[src/rtl/cyc_counters_reader.sv]
// rtl/cyc_counters_reader.sv - walks every cycle-accounting counter over the CSR port and streams a snapshot
// Includes minimal config_pkg / riscv definitions so the block elaborates on its own.

package config_pkg;
    typedef struct packed {
        int unsigned XLEN;
    } cva6_cfg_t;

    localparam cva6_cfg_t cva6_cfg_empty = '{XLEN: 32'd64};
endpackage

package riscv;
    localparam logic [11:0] CSR_CNT_STATUS = 12'h7C0;
    localparam logic [11:0] CSR_CNT_DATA   = 12'h7C1;
    localparam logic [11:0] CSR_CNT_DATA_H = 12'h7C2;
endpackage

module cyc_counters_reader #(
    parameter config_pkg::cva6_cfg_t CVA6Cfg        = config_pkg::cva6_cfg_empty,
    parameter int unsigned           CycAccountRegs = 8,
    localparam int unsigned          IdxW           = (CycAccountRegs > 1) ? $clog2(CycAccountRegs) : 1,
    localparam int unsigned          XLEN           = CVA6Cfg.XLEN
) (
    input  logic            clk_i,
    input  logic            rst_ni,
    input  logic            start_i,
    output logic            busy_o,
    output logic            done_o,
    output logic [11:0]     addr_o,
    output logic            we_o,
    output logic [XLEN-1:0] wdata_o,
    input  logic [XLEN-1:0] rdata_i,
    output logic            cnt_valid_o,
    input  logic            cnt_ready_i,
    output logic [IdxW-1:0] cnt_idx_o,
    output logic [63:0]     cnt_value_o
);

    localparam bit            Is32    = (XLEN == 32);
    localparam logic [IdxW-1:0] LastIdx = IdxW'(CycAccountRegs - 1);

    typedef enum logic [2:0] {
        S_IDLE,
        S_RD_STATUS,
        S_SEL,
        S_RD_LO,
        S_RD_HI,
        S_EMIT,
        S_RESTORE,
        S_DONE
    } state_e;

    state_e          state_q, state_d;
    logic [IdxW-1:0] idx_q, idx_d;
    logic [31:0]     status_q, status_d;
    logic [63:0]     value_q, value_d;

    always_ff @(posedge clk_i or negedge rst_ni) begin
        if (!rst_ni) begin
            state_q  <= S_IDLE;
            idx_q    <= '0;
            status_q <= '0;
            value_q  <= '0;
        end else begin
            state_q  <= state_d;
            idx_q    <= idx_d;
            status_q <= status_d;
            value_q  <= value_d;
        end
    end

    always_comb begin
        state_d  = state_q;
        idx_d    = idx_q;
        status_d = status_q;
        value_d  = value_q;
        unique case (state_q)
            S_IDLE: begin
                if (start_i) begin
                    state_d = S_RD_STATUS;
                    idx_d   = '0;
                end
            end
            S_RD_STATUS: begin
                status_d = rdata_i[31:0];
                state_d  = S_SEL;
            end
            S_SEL: state_d = S_RD_LO;
            S_RD_LO: begin
                // 32-bit cores need a second access for the upper half; the pair is not atomic
                if (Is32) begin
                    value_d[31:0] = rdata_i[31:0];
                    state_d       = S_RD_HI;
                end else begin
                    value_d = 64'(rdata_i);
                    state_d = S_EMIT;
                end
            end
            S_RD_HI: begin
                value_d[63:32] = rdata_i[31:0];
                state_d        = S_EMIT;
            end
            S_EMIT: begin
                if (cnt_ready_i) begin
                    if (idx_q == LastIdx) begin
                        state_d = S_RESTORE;
                    end else begin
                        idx_d   = idx_q + IdxW'(1);
                        state_d = S_SEL;
                    end
                end
            end
            S_RESTORE: state_d = S_DONE;
            S_DONE:    state_d = S_IDLE;
            default:   state_d = S_IDLE;
        endcase
    end

    always_comb begin
        busy_o      = (state_q != S_IDLE);
        done_o      = 1'b0;
        addr_o      = riscv::CSR_CNT_STATUS;
        we_o        = 1'b0;
        wdata_o     = '0;
        cnt_valid_o = 1'b0;
        cnt_idx_o   = '0;
        cnt_value_o = '0;
        unique case (state_q)
            S_SEL: begin
                we_o          = 1'b1;
                wdata_o[31:0] = {status_q[31:16], 16'(idx_q)};
            end
            S_RD_LO: addr_o = riscv::CSR_CNT_DATA;
            S_RD_HI: addr_o = riscv::CSR_CNT_DATA_H;
            S_EMIT: begin
                cnt_valid_o = 1'b1;
                cnt_idx_o   = idx_q;
                cnt_value_o = value_q;
            end
            S_RESTORE: begin
                we_o          = 1'b1;
                wdata_o[31:0] = status_q;
            end
            S_DONE: done_o = 1'b1;
            default: ;
        endcase
    end

endmodule

[config.mk]
export PLATFORM = sky130hd
export DESIGN_NAME = cyc_counters_reader
export DESIGN_NICKNAME = d
export VERILOG_FILES = /design/src/rtl/cyc_counters_reader.sv
export SDC_FILE = /design/constraint.sdc
export NUM_CORES = 1
export LEC_CHECK = 0
export ABC_AREA = 0
export BUFFER_PORTS_ARGS = -buffer_cell sky130_fd_sc_hd__buf_2
export CAP_MARGIN = 0
export CORE_MARGIN = 4
export CORE_UTILIZATION = 44
export DETAILED_ROUTE_END_ITERATION = 10
export GPL_TIMING_DRIVEN = 0
export PLACE_DENSITY = 0.84
export RECOVER_POWER = 25
export SYNTH_ARGS = -nofsm -noshare
export SYNTH_HDL_FRONTEND = slang
export SYNTH_SLANG_ARGS = --single-unit
[constraint.sdc]
create_clock -name clk_i -period 1.4 [get_ports clk_i]
set_input_delay 0.14 -clock clk_i [delete_from_list [all_inputs] [get_ports clk_i]]
set_output_delay 0.14 -clock clk_i [all_outputs]
set_load 0.01 [all_outputs]
==> run metrics, run 1 <==
endpoint arrival time on the critical path=1740 ps; Hold/Removal Path Class=in -> reg; effective utilization at floorplan=45.1%; portion of synthesized cell area occupied by the leading cell type=49.3%; area added between synthesis and finish=75.9%; Seq cells post-synth=102; Cell Rows=39; IO buf count=172; Max Fanout on Critical Path=7; relative slew slack=49.8%; width of the chip=116 um; cell types with the highest counts after synthesis=sky130_fd_sc_hd__dfrtp_1 (102), sky130_fd_sc_hd__and2_1 (83), sky130_fd_sc_hd__mux2_2 (59); Max Buffers Root-to-Sink=2; final worst clock skew=10.3 ps; synthesized area=5170 sq um; Pins Over Slew Limit=0; count of yosys warnings during synthesis=0; Setup Slack @ Placement=-512 ps; worst hold-check slack=54.4 ps; unrepaired setup endpoints after global routing=yes; Power Density=2270 nW/um^2; CTS tree=yes; highest clock rate=533 MHz; Total Neg Setup Slack=-71,790 ps; placed wire-length estimate=10.6 mm; count of buffering cells on the critical path with inverters included=4; clock latency on the worst-skew pair=340 ps; GR Overflow Total=0; RePlAce Congestion=0.781; CP cell instances=clkbuf_8 -> and3b_2 -> buf_12 -> clkbuf_16 -> and2_4 -> buf_6; number of vias per cell=5.31; number of DRC markers in iteration 0=238; critical path type=reg -> out; max-capacitance violation count=0; Core Box Area=11,500 sq um; initial antenna violation count=0; most frequently used flop master after synthesis=sky130_fd_sc_hd__dfrtp_1; pin count of the biggest net entering global routing=53; worst supply voltage drop on vdd=1670 uV; final net count=800; crit path setup slack, layout=-476 ps; time the final worst path needs with I/O delays and setup=1880 ps; slowest cell on the critical path=sky130_fd_sc_hd__dfrtp_1; sequential-to-total area share from yosys stat=49.3%; Antenna Cells=0; area of the die=13,600 sq um; critical path's largest stage delay=400 ps; Top Ports=215; leading cell type by number of instances after synthesis=sky130_fd_sc_hd__dfrtp_1; Worst EP required=1260 ps; proportion of synthesized flip-flops having asynchronous set or reset=100%; largest cells by area after synthesis=sky130_fd_sc_hd__dfrtp_1 (49%), sky130_fd_sc_hd__mux2_2 (13%), sky130_fd_sc_hd__and2_1 (10%); number of enable-type register cells in the synthesized netlist=0; detailed-route via count=4,662; die height=116 um; Cells after Synth=444; first-pass GRT wire length=27.8 mm; clock slew at the register clock pins of the worst setup and hold paths=70 ps; first-pass detailed-route iteration total=4; cts bufs inserted=9; TritonCTS sink count=102; crit path capture type=output port; Post-DRT Antenna Nets=0; Slew @ Worst Pin=753 ps; share of layout cells above drive strength 1=66.9%; total DRC errors in the routed layout=0; level count of the clock H-tree=3; post-synthesis cell type with the largest combined area=sky130_fd_sc_hd__dfrtp_1; total global routing track utilization=27.4%; vias in the first global route=4,942; launching element type of the critical path=flop; cell family with the largest share of critical-path delay=buffers and inverters; status=finished, violations left; final setup violating endpoints=205; total design power=20.6 mW; final period utilization=134%; wire length per cell=23.0 um; static power due to leakage=4.45 nW; wirelength, routed=20.2 mm; violations in the final reports=negative setup slack; post-synthesis cell type count=33; clock root cell=sky130_fd_sc_hd__clkbuf_16; mean instance size in the synthesized netlist=11.7 sq um; endpoints failing hold=0; Layout Utilization=79.3%
[power breakdown]
group | total (mW) | leakage (nW) | internal, mW | switching [mW]
clock network | 2.36 | 0.127 | 1.22 | 1.14
registers | 5.48 | 1.18 | 4.48 | 1.00
logic | 12.8 | 3.14 | 7.89 | 4.89
total | 20.6 | 4.45 | 13.6 | 7.03
[cell type report]
type	count	area [sq um]
multi-input combinational	300	2710
timing repair buffer	240	2520
fill	633	2370
tap	143	179
sequential	102	2550
buffer	70	823
clock inverter	4	33.8
inverter	7	51.3
clock buffer	12	236
[cell families (layout without fill, tap and decap cells)]
family | after synthesis | after routing | share of synthesized area, %
AO/OA/AOI/OAI | 70 | 70 | 10.8
adder cells (fa/ha/maj) | 2 | 2 | 0.484
buffers and inverters | 82 | 333 | 10.3
flip-flops | 102 | 102 | 49.3
multiplexers | 69 | 69 | 14.9
other | 2 | 42 | 0.145
AND/OR/NAND/NOR | 117 | 117 | 14.0
[metrics by stage]
| stage | cells | instance area (sq um) |
|---|---|---|
| floorplan | 484 | 5380 |
| global placement | 799 | 6420 |
| detailed placement | 800 | 6450 |
| CTS | 871 | 8820 |
| global route | 878 | 9100 |
| finish | 878 | 9100 |
[cell usage in the layout (no fill, tap or decap), types with 3 or more instances in the layout]
cell                        instances
sky130_fd_sc_hd__buf_6            115
sky130_fd_sc_hd__dfrtp_1          101
sky130_fd_sc_hd__and2_4            82
sky130_fd_sc_hd__buf_2             72
sky130_fd_sc_hd__buf_4             61
sky130_fd_sc_hd__conb_1            42
sky130_fd_sc_hd__mux2_4            32
sky130_fd_sc_hd__o22a_1            32
sky130_fd_sc_hd__o21a_1            32
sky130_fd_sc_hd__mux2_2            27
sky130_fd_sc_hd__buf_8             26
sky130_fd_sc_hd__clkbuf_16         23
sky130_fd_sc_hd__and3_4            14
sky130_fd_sc_hd__buf_12            10
sky130_fd_sc_hd__mux2_1             5
sky130_fd_sc_hd__clkinv_4           4
sky130_fd_sc_hd__mux2i_1            4
sky130_fd_sc_hd__nor2_1             4
sky130_fd_sc_hd__inv_1              4
sky130_fd_sc_hd__bufbuf_16          4
sky130_fd_sc_hd__buf_16             4
sky130_fd_sc_hd__nand2_1            3
sky130_fd_sc_hd__clkbuf_1           3
[sequential cells by signal, summed over array words and instances (netlist names)]
name and flops:
value_q 64, idx_q 3, status_q 32, state_q 3
[final timing paths]
check | from | end | slack (ps) | depth (start not counted)
worst max-delay path | state_q[0] | cnt_idx_o[2] | -480 | 6
worst min-delay path | rdata_i[16] | status_q[16] | 50 | 2
worst max register to register | state_q[1] | status_q[21] | -450 | 6
worst min register to register | value_q[63] | value_q[63] | 490 | 1
max in group asynchronous | rst_ni | value_q[39] | 210 | 3
min in group asynchronous | rst_ni | value_q[58] | 450 | 2
[layer usage]
layer	track usage, %	vias to the layer above	wire length, um
li1	-	2013	-
met1	32.1	2332	7330
met2	48.5	263	10300
met3	8.24	54	1840
met4	7.81	0	663
met5	0	-	0
[what timing repair did]
action | in CTS | in global routing
pin swaps | 89 | 19
setup buffers | 32 | 19
setup endpoints to repair | 202 | 205
gates cloned | 23 | 3
hold buffers | 1 | 0
gates resized for setup | 306 | 83
hold endpoints to repair | 50 | 0
Note: power is estimated with default switching activity, not from simulation.
==> inputs of run 2 (changes only) <==
==> constraint.sdc (replaced) <==
create_clock -name clk_i -period 1.4 [get_ports clk_i]
set_input_delay 0.21 -clock clk_i [delete_from_list [all_inputs] [get_ports clk_i]]
set_output_delay 0.21 -clock clk_i [all_outputs]
set_load 0.01 [all_outputs]
==> run 2 against run 1 <==
  * The flow still finishes with violations (negative setup slack)
  * Register-to-register slack better by 30 ps
  * Critical path depth stayed put
  * Final cell count shrank 1.1%
  * First-iteration DRC count grew 2.1%
  * Critical path type unchanged
  * Largest cell class unchanged
==> run metrics, run 2 (synthesis gave the netlist of run 1 again) <==
time the final worst path needs with I/O delays and setup=1980 ps (was 1880 ps); final non-filler cell area=8860 sq um (was 9100 sq um); vias in the first global route=4,454 (was 4,942); Max Fanout on Critical Path=10 (was 7); violations in the final reports=negative setup slack (unchanged); Max Buffers Root-to-Sink=2 (unchanged); launching element type of the critical path=flop (unchanged); wire length per cell=21.2 um (was 23.0 um); width of the chip=116 um (unchanged); Worst EP required=1190 ps (was 1260 ps); crit path capture type=output port (unchanged); Cell Rows=39 (unchanged); Hold/Removal Path Class=in -> reg (unchanged); Power Density=2260 nW/um^2 (was 2270 nW/um^2); wirelength, routed=18.4 mm (was 20.2 mm); static power due to leakage=4.39 nW (was 4.45 nW); flip-flop count of the largest register after layout=64 (unchanged); Slew @ Worst Pin=732 ps (was 753 ps); RePlAce Congestion=0.785 (was 0.781); Core Box Area=11,500 sq um (unchanged); clock slew at the register clock pins of the worst setup and hold paths=70 ps (about the same); launch instance of the worst register-to-register path=state_q[0] (was state_q[1]); relative slew slack=51.2% (was 49.8%); max-capacitance violation count=0 (unchanged); highest clock rate=505 MHz (was 533 MHz); hold worst-path end=value_q[3] (was status_q[16]); Register-to-Register Path Depth=8 (was 6); final setup violating endpoints=205 (unchanged); placed wire-length estimate=10.4 mm (was 10.6 mm); total global routing track utilization=23.4% (was 27.4%); TritonCTS sink count=102 (unchanged); Setup Slack @ Placement=-373 ps (was -512 ps); first-pass detailed-route iteration total=4 (unchanged); status=finished, violations left (unchanged); Post-DRT Antenna Nets=0 (unchanged); area after detailed placement=6450 sq um (about the same); number of vias per cell=5.19 (was 5.31); CTS tree=yes (unchanged); endpoint arrival time on the critical path=1770 ps (was 1740 ps); share of layout cells above drive strength 1=66.2% (was 66.9%); detailed-route via count=4,501 (was 4,662); worst supply voltage drop on vdd=1510 uV (was 1670 uV); top register by number of flip-flops=value_q (unchanged); highest-count cells in the layout ignoring fill and taps=sky130_fd_sc_hd__buf_6 (113), sky130_fd_sc_hd__dfrtp_1 (100), sky130_fd_sc_hd__buf_2 (83) (was sky130_fd_sc_hd__buf_6 (115), sky130_fd_sc_hd__dfrtp_1 (101), sky130_fd_sc_hd__and2_4 (82)); non-filler cells, final=868 (was 878); critical path type=reg -> out (unchanged); endpoints failing hold=0 (unchanged); worst reg-to-reg setup slack=-420 ps (was -450 ps); Top Ports=215 (unchanged); final net count=790 (was 800); Pins Over Slew Limit=0 (unchanged); GR Overflow Total=0 (unchanged); unrepaired setup endpoints after global routing=yes (unchanged); number of DRC markers in iteration 0=243 (was 238); number of cells traversed by the worst hold path=2 (unchanged); Antenna Cells=0 (unchanged); total DRC errors in the routed layout=0 (unchanged); area added between synthesis and finish=71.3% (was 75.9%); area of the die=13,600 sq um (unchanged); final-layout fill cell count=645 (was 633); clock latency on the worst-skew pair=340 ps (about the same); cell count after placement=800 (unchanged); area occupied by registers=2550 sq um (about the same); initial antenna violation count=1 (was 0); first-pass GRT wire length=23.9 mm (was 27.8 mm); cts bufs inserted=9 (unchanged); die height=116 um (unchanged); final period utilization=141% (was 134%); commonest non-fill, non-tap cell in the layout=sky130_fd_sc_hd__buf_6 (unchanged); crit path setup slack, layout=-580 ps (was -476 ps); clock root cell=sky130_fd_sc_hd__clkbuf_16 (unchanged); final worst clock skew=6.79 ps (was 10.3 ps); effective utilization at floorplan=45.1% (unchanged); IO buf count=172 (unchanged); pin count of the biggest net entering global routing=54 (was 53); area taken by multi-input logic gates=2770 sq um (was 2710 sq um); reg2reg end=value_q[54] (was status_q[21]); Regs by FF count=value_q (64), status_q (32) (unchanged); level count of the clock H-tree=3 (unchanged); launch point of the worst hold path=rdata_i[3] (was rdata_i[16])
## run 2: final cells by class
| class | count | area share, % |
|---|---|---|
| Sequential cell | 102 | 28.8 |
| Tap cell | 143 | 2.02 |
| Buffer | 71 | 9.03 |
| Clock buffer | 11 | 2.74 |
| Timing Repair Buffer | 229 | 25.0 |
| Clock inverter | 5 | 0.663 |
| Multi-Input combinational cell | 300 | 31.2 |
| Inverter | 7 | 0.522 |
## run 2: worst max-delay path, cell delays in order (launching register included)
cell and delay [ps]:
sky130_fd_sc_hd__dfrtp_1 410, sky130_fd_sc_hd__clkbuf_8 160, sky130_fd_sc_hd__and3b_2 230, sky130_fd_sc_hd__buf_12 160, sky130_fd_sc_hd__buf_8 140, sky130_fd_sc_hd__and2_1 190
sky130_fd_sc_hd__buf_2 150
## run 2: how the worst max path moves through the flow
| stage | start | endpoint | slack (ps) |
|---|---|---|---|
| after floorplan | state_q[1] | value_q[34] | -50 |
| after global placement | rst_ni | value_q[11] | -900 |
| after detailed placement | state_q[1] | cnt_value_o[35] | -370 |
| after CTS | state_q[1] | cnt_value_o[38] | -550 |
| after global routing | state_q[0] | cnt_value_o[25] | -620 |
| final | state_q[0] | cnt_value_o[25] | -580 |
## run 2: timing repair
item,4_1_cts,5_1_grt
endpoints found under the setup margin,203,205
gates cloned,12,7
buffers inserted,24,20
hold endpoints to repair,49,0
pin swaps,13,53
hold buffers,1,0
resized for setup,144,247
## run 2: metrics by stage
step / TNS [ps] / hold slack (ps) / util [%] / power (mW)
detailed placement: -42920 / 281 / 56.3 / 11.9
global placement: -129060 / 459 / 56.0 / 11.5
CTS: -69750 / 112 / 67.4 / 17.0
floorplan: -1740 / -85.6 / - / 9.66
finish: -71460 / 138 / 77.3 / 20.0
global route: -80970 / 130 / 77.3 / 20.9
## run 2: power breakdown
part | switching, mW | internal, mW
clock network | 1.12 | 1.44
registers | 0.934 | 4.48
logic | 4.65 | 7.38
total | 6.70 | 13.3
## run 2: metal layers
layer / vias up / wire length [um] / global-route usage (%)
met2: 232 / 9400 / 40.2
met4: 2 / 323 / 6.34
met5: - / 12 / 0
met3: 34 / 1630 / 6.79
li1: 1986 / - / -
met1: 2247 / 7050 / 28.7
